==> config.mk <==
export PLATFORM = sky130hd
export DESIGN_NAME = target_mem
export DESIGN_NICKNAME = d
export VERILOG_FILES = /design/src/rtl/opci_tb_pkg.sv /design/src/rtl/target_mem.sv
export SDC_FILE = /design/constraint.sdc
export NUM_CORES = 1
export LEC_CHECK = 0
export BUFFER_PORTS_ARGS = -buffer_cell sky130_fd_sc_hd__buf_2
export CAP_MARGIN = 20
export CORE_MARGIN = 10
export CORE_UTILIZATION = 62
export CTS_CLUSTER_DIAMETER = 80
export DETAILED_ROUTE_END_ITERATION = 10
export PLACE_DENSITY_LB_ADDON = 0.2
export REMOVE_ABC_BUFFERS = 1
export SLEW_MARGIN = 20
export SYNTH_ARGS = -nofsm -noshare
export SYNTH_HDL_FRONTEND = slang
export SYNTH_SLANG_ARGS = --single-unit
export TNS_END_PERCENT = 1
==> constraint.sdc <==
create_clock -name CLK -period 2 [get_ports CLK]
set_input_delay 0.2 -clock CLK [delete_from_list [all_inputs] [get_ports CLK]]
set_output_delay 0.2 -clock CLK [all_outputs]
set_load 0.02 [all_outputs]
==> src/rtl/opci_tb_pkg.sv <==
// Shared definitions for the OPCI simulation models: target state encoding,
// PCI command codes and address-field helpers used by both master and target.
package opci_tb_pkg;

  typedef logic [1:0] tgt_state_t;

  localparam tgt_state_t T_IDLE  = 2'd0;
  localparam tgt_state_t T_XFER  = 2'd1;
  localparam tgt_state_t T_RETRY = 2'd2;
  localparam tgt_state_t T_ABORT = 2'd3;

  localparam logic [3:0] CMD_MEM_RD = 4'h6;
  localparam logic [3:0] CMD_MEM_WR = 4'h7;

  // True when the low 4 KiB offset lies beyond a 2^aw-word window.
  function automatic logic addr_out_of_range(input logic [11:0] offset, input int aw);
    return (offset >> (aw + 2)) != 12'd0;
  endfunction

  // Word index of a byte address.
  function automatic logic [31:0] addr_word(input logic [31:0] addr);
    return {2'b00, addr[31:2]};
  endfunction

endpackage

==> src/rtl/target_mem.sv <==
// Byte-laned 2^AW x 32 register file: active-low byte write enables,
// asynchronous read, synchronous clear on reset.
module target_mem
  import opci_tb_pkg::*;
#(
  parameter int AW = 4
) (
  input  logic          CLK,
  input  logic          reset,
  input  logic          we,
  input  logic [AW-1:0] wr_addr,
  input  logic [3:0]    cbe,
  input  logic [31:0]   wdata,
  input  logic [AW-1:0] rd_addr,
  output logic [31:0]   rdata
);

  localparam int DEPTH = 1 << AW;

  genvar gi;
  generate
    for (gi = 0; gi < 4; gi++) begin : g_lane
      logic [7:0] lane [DEPTH];

      always_ff @(posedge CLK) begin
        if (reset) begin
          for (int i = 0; i < DEPTH; i++) begin
            lane[i] <= 8'h00;
          end
        end else if (we && !cbe[gi]) begin
          lane[wr_addr] <= wdata[8*gi +: 8];
        end
      end

      assign rdata[8*gi +: 8] = lane[rd_addr];
    end
  endgenerate

endmodule

== Yosys cells after proc, flatten, opt, wreduce, memory -nomap -nowiden ==
Memory sizes are Yosys's and may differ from the RTL's.
Cells that the tools add are included.
Storage, ports and cells
  register bits after elaboration: 0
  RAM bits: 512
  input bits: 47
  output and inout bits: 32
  logic and storage cells: 42
  memories: 4
Memories
  g_lane[0].lane: words 16, bits a word 8, rd ports 1, clocked after memory_dff 0, write ports 16, line target_mem.sv:23  | logic [7:0] lane [DEPTH];
  g_lane[1].lane: words 16, bits a word 8, rd ports 1, clocked after memory_dff 0, write ports 16, line target_mem.sv:23
  g_lane[2].lane: words 16, bits a word 8, rd ports 1, clocked after memory_dff 0, write ports 16, line target_mem.sv:23
  g_lane[3].lane: words 16, bits a word 8, rd ports 1, clocked after memory_dff 0, write ports 16, line target_mem.sv:23
Cells by class
  multiplexer cells: 26
  reduce and logical (&&, ||, !) cells: 12
Operators by type and width (number)
  two-way mux 8 bit: 4
  OR reduction 8 bit: 4
  two-way mux 1 bit: 18
  two-way mux 4 bit: 4
  logical AND 1 bit: 4
  zero test 1 bit: 4

== Logic depth before layout (Yosys ltp) ==
  depth after elaboration: 7
  gate-level depth with buffers: 5
  mapped depth without buffers: 3

== Least setup slack after synthesis ==
Ideal clock, no wire load.
  path kind: input port to output port
  from: input port rd_addr[0]
  to: output port rdata[0]
  arrival: 1.478 ns
  data required time: 1.800 ns
  slack: 0.322 ns
  stages on the path: 5
  buffers on the path: 2
  path through: buf_2 > buf_2 > mux4_2 > a22oi_1 > nand2_1
On the way
  longest elaborated chain between the ends: 1
Ends and longest elaborated chain
  start: declaration: line target_mem.sv:14  | input logic [AW-1:0] rd_addr,
  memory read (16 x 8 bit)
  end: declaration: line target_mem.sv:15  | output logic [31:0] rdata
Every way passes these cells.

== Worst setup path in the final report ==
  from: memory g_lane[0].lane[2][6]
  to: output port rdata[6]
On the way
  longest elaborated chain between the ends: 1
Ends and longest elaborated chain (line)
  start: declaration: target_mem.sv:23
  memory read (16 x 8 bit)
Every way passes these cells.

==> metrics.txt <==
GRT Util Overall between 20 and 30%; ys async rst share 0%; I/O Buffers 78; Synth Area in XOR/XNOR 0%; Synth Cell Area approximately 0.022 mm^2; post-synth top area share approximately 69%; total wire length between 50 and 60 mm; Avg Inst Size Synth about 15 um^2; Synth cell types 26; placed inst area 0.02458 mm^2; Worst Max-Slew Pin Slew ~0.69 ns; Vias/cell 6.469; max-slew violations 0; Max Buffers Root-to-Sink 3; Post-Syn Instances between 1.5k and 2k; max FFs per register 512; Synth area leaders edfxtp_1 (69%), mux4_2 (13%), nor2_1 (7.9%); maximum vdd ir drop between 0.0006 and 0.0007 V; Die ar. between 0.04 and 0.05 mm^2; Post-Synth Adder-Cell Area 0%; Synth Area in Simple Gates 11.93%; CP max FO 1; Seq/Total Area, Yosys ~69%; Iter 0 DRT Violations between 1.5k and 2k; Fin. Hold Viols 0; synth-to-layout area growth 18.67%; outcome finished with violations; Initial Util 62.94%; cell taking the most area after synthesis edfxtp_1; Ys Warns 0; std cell rows 69; total core area roughly 0.036 mm^2; final hold slack about 0.021 ns; EDFF count, synth 512; FF+latch area ~0.015 mm^2; mux cell area share after synthesis 12.85%; initial antenna violation count 0; Multi-input gate area ~0.0067 mm^2; final worst-path setup slack -0.1324 ns; fmax 0.4689 GHz; Setup crit end kind output pin; clock sink count 512; CTS root buffer clkbuf_16; final core occ between 70% and 80%; most frequent cells after synthesis edfxtp_1 (512), nor2_1 (470), mux4_2 (128); setup TNS -2.842 ns; Top reg by flops g_lane.lane; # IOs 79; combinational family with the most area after synthesis multiplexers; Rel. slew slack roughly 54%; gpl congestion 0.8351; synthesis-stage register bit count just over 500; max-cap violations 0; Compound-Gate Fraction of Synth Area about 4.1%; largest net degree at the start of global routing 56; Worst setup SP type flip-flop; total CTS buffers 51; CP Class flip-flop to output pin; design area 0.02663 mm^2; Die Y about 210 um; WP data required approximately 1.8 ns; die span in x ~210 um; share of layout cells above drive strength 1 ~27%; Clock Pin Slew Worst Setup and Hold Paths ~0.060 ns; leakage 9.096 nW; Total Nets Final 1748; CP arrival between 1.5 and 2 ns; Detailed Routing Iterations Pass 1 5; RSZ-0062 raised after global routing true; H-tree depth 2; Antenna Cells 0; post-DR wirelength/cell 27.18 um; ys flop type edfxtp_1; HP Class input pin to flip-flop; Final Critical Period roughly 2.1 ns; registers with the most flip-flops g_lane.lane: 512 flops; FILL cells roughly 2.1k; total number of vias 14.25k; final-report setup violation count 32; count leader, synth edfxtp_1; vias in the first global route roughly 15k; CTS tree done; first-pass GRT wire length 90.91 mm; Final HPWL DP 37.80 mm; failing checks setup timing; residual DRC count 0; number of setup buffers added after CTS 0; remaining antenna violation count 0; power density cells 906.8 mW/mm^2; Final period util 106.6%; gr ovfl total 0
-- placed cells by master (no fill, tap or decap), drive strengths merged --
| cell type | netlist | layout |
|---|---|---|
| a21o | 56 | 56 |
| a22oi | 64 | 64 |
| a41o | 1 | 1 |
| and2 | 57 | 57 |
| buf | 58 | 223 |
| bufinv | 0 | 4 |
| clkbuf | 80 | 69 |
| clkinv | 0 | 21 |
| clkinvlp | 0 | 1 |
| dlygate4sd3 | 0 | 21 |
| edfxtp | 512 | 512 |
| mux4 | 128 | 128 |
| nand2 | 73 | 73 |
| nand2b | 4 | 4 |
| nand3 | 5 | 5 |
| nand4 | 1 | 1 |
| nand4b | 1 | 1 |
| nand4bb | 1 | 1 |
| nor2 | 471 | 471 |
| nor2b | 9 | 9 |
| nor3 | 6 | 6 |
| nor3b | 4 | 4 |
| nor4 | 1 | 1 |
| or2 | 7 | 7 |
| or3b | 1 | 1 |
| or4b | 1 | 1 |
-- metal layers --
layer | vias to the layer above | GRT usage, % | part of all wire [%]
met1 | 7241 | 37.00 | 37
li1 | 5995 | - | -
met4 | 0 | 8.044 | 2.2
met5 | - | 0 | 0
met2 | 902 | 44.55 | 50
met3 | 114 | 5.816 | 11
-- report_power, final --
part | internal (mW) | leakage [nW] | switching [mW]
Clock | 5.35 | 0.777 | 3.91
Combinational | 1.02 | 3.45 | 1.33
Sequential | 12.4 | 4.87 | 0.174
Total | 18.7 | 9.10 | 5.41
-- cell type report --
class	count	share of cell area, %
tap	461	2.166
sequential	512	57.74
clock buffer	68	5.192
clock inverter	26	0.8082
multi-input combinational	891	25.10
timing repair buffer	245	8.998
-- worst max-delay path, stage by stage, from the launching register on --
cell      delay [ns]
edfxtp_1        0.39
mux4_2          0.50
a22oi_2         0.21
nand2_1         0.12
buf_6           0.15
-- kinds of logic (layout without fill, tap and decap cells) --
kind of cell / count (synthesis) / in the layout
and+or+nand+nor: 642 / 642
AOI/OAI and AO/OA: 121 / 121
DFF: 512 / 512
muxes: 128 / 128
buffers and inverters: 138 / 339
-- worst paths after layout --
| check | from | endpoint | slack, ns | depth (start not counted) |
|---|---|---|---|---|
| worst max-delay path | g_lane[0].lane[2][6] | rdata[6] | -0.13 | 4 |
| worst min-delay path | wdata[1] | g_lane[0].lane[8][1] | 0.02 | 2 |
-- through the flow --
stage          power, mW  setup slack (ns)  instances
2_1_floorplan      13.76           -0.1287       1403
3_3_place_gp       14.88          0.005626       2088
3_5_place_dp       14.96          -0.01487       2088
4_1_cts            24.16           -0.1514       2203
5_1_grt            24.78           -0.1744       2203
6_report           24.15           -0.1324       2203
-- repair_timing --
| action | 4_1_cts | 5_1_grt |
|---|---|---|
| hold buffers | 21 | 0 |
| gates resized for setup | 39 | 15 |
| cloned | 0 | 0 |
| endpoints found under the hold margin | 41 | 0 |
| pin swaps | 22 | 12 |
| endpoints found under the setup margin | 32 | 32 |
(Power assumes the default switching activity.)
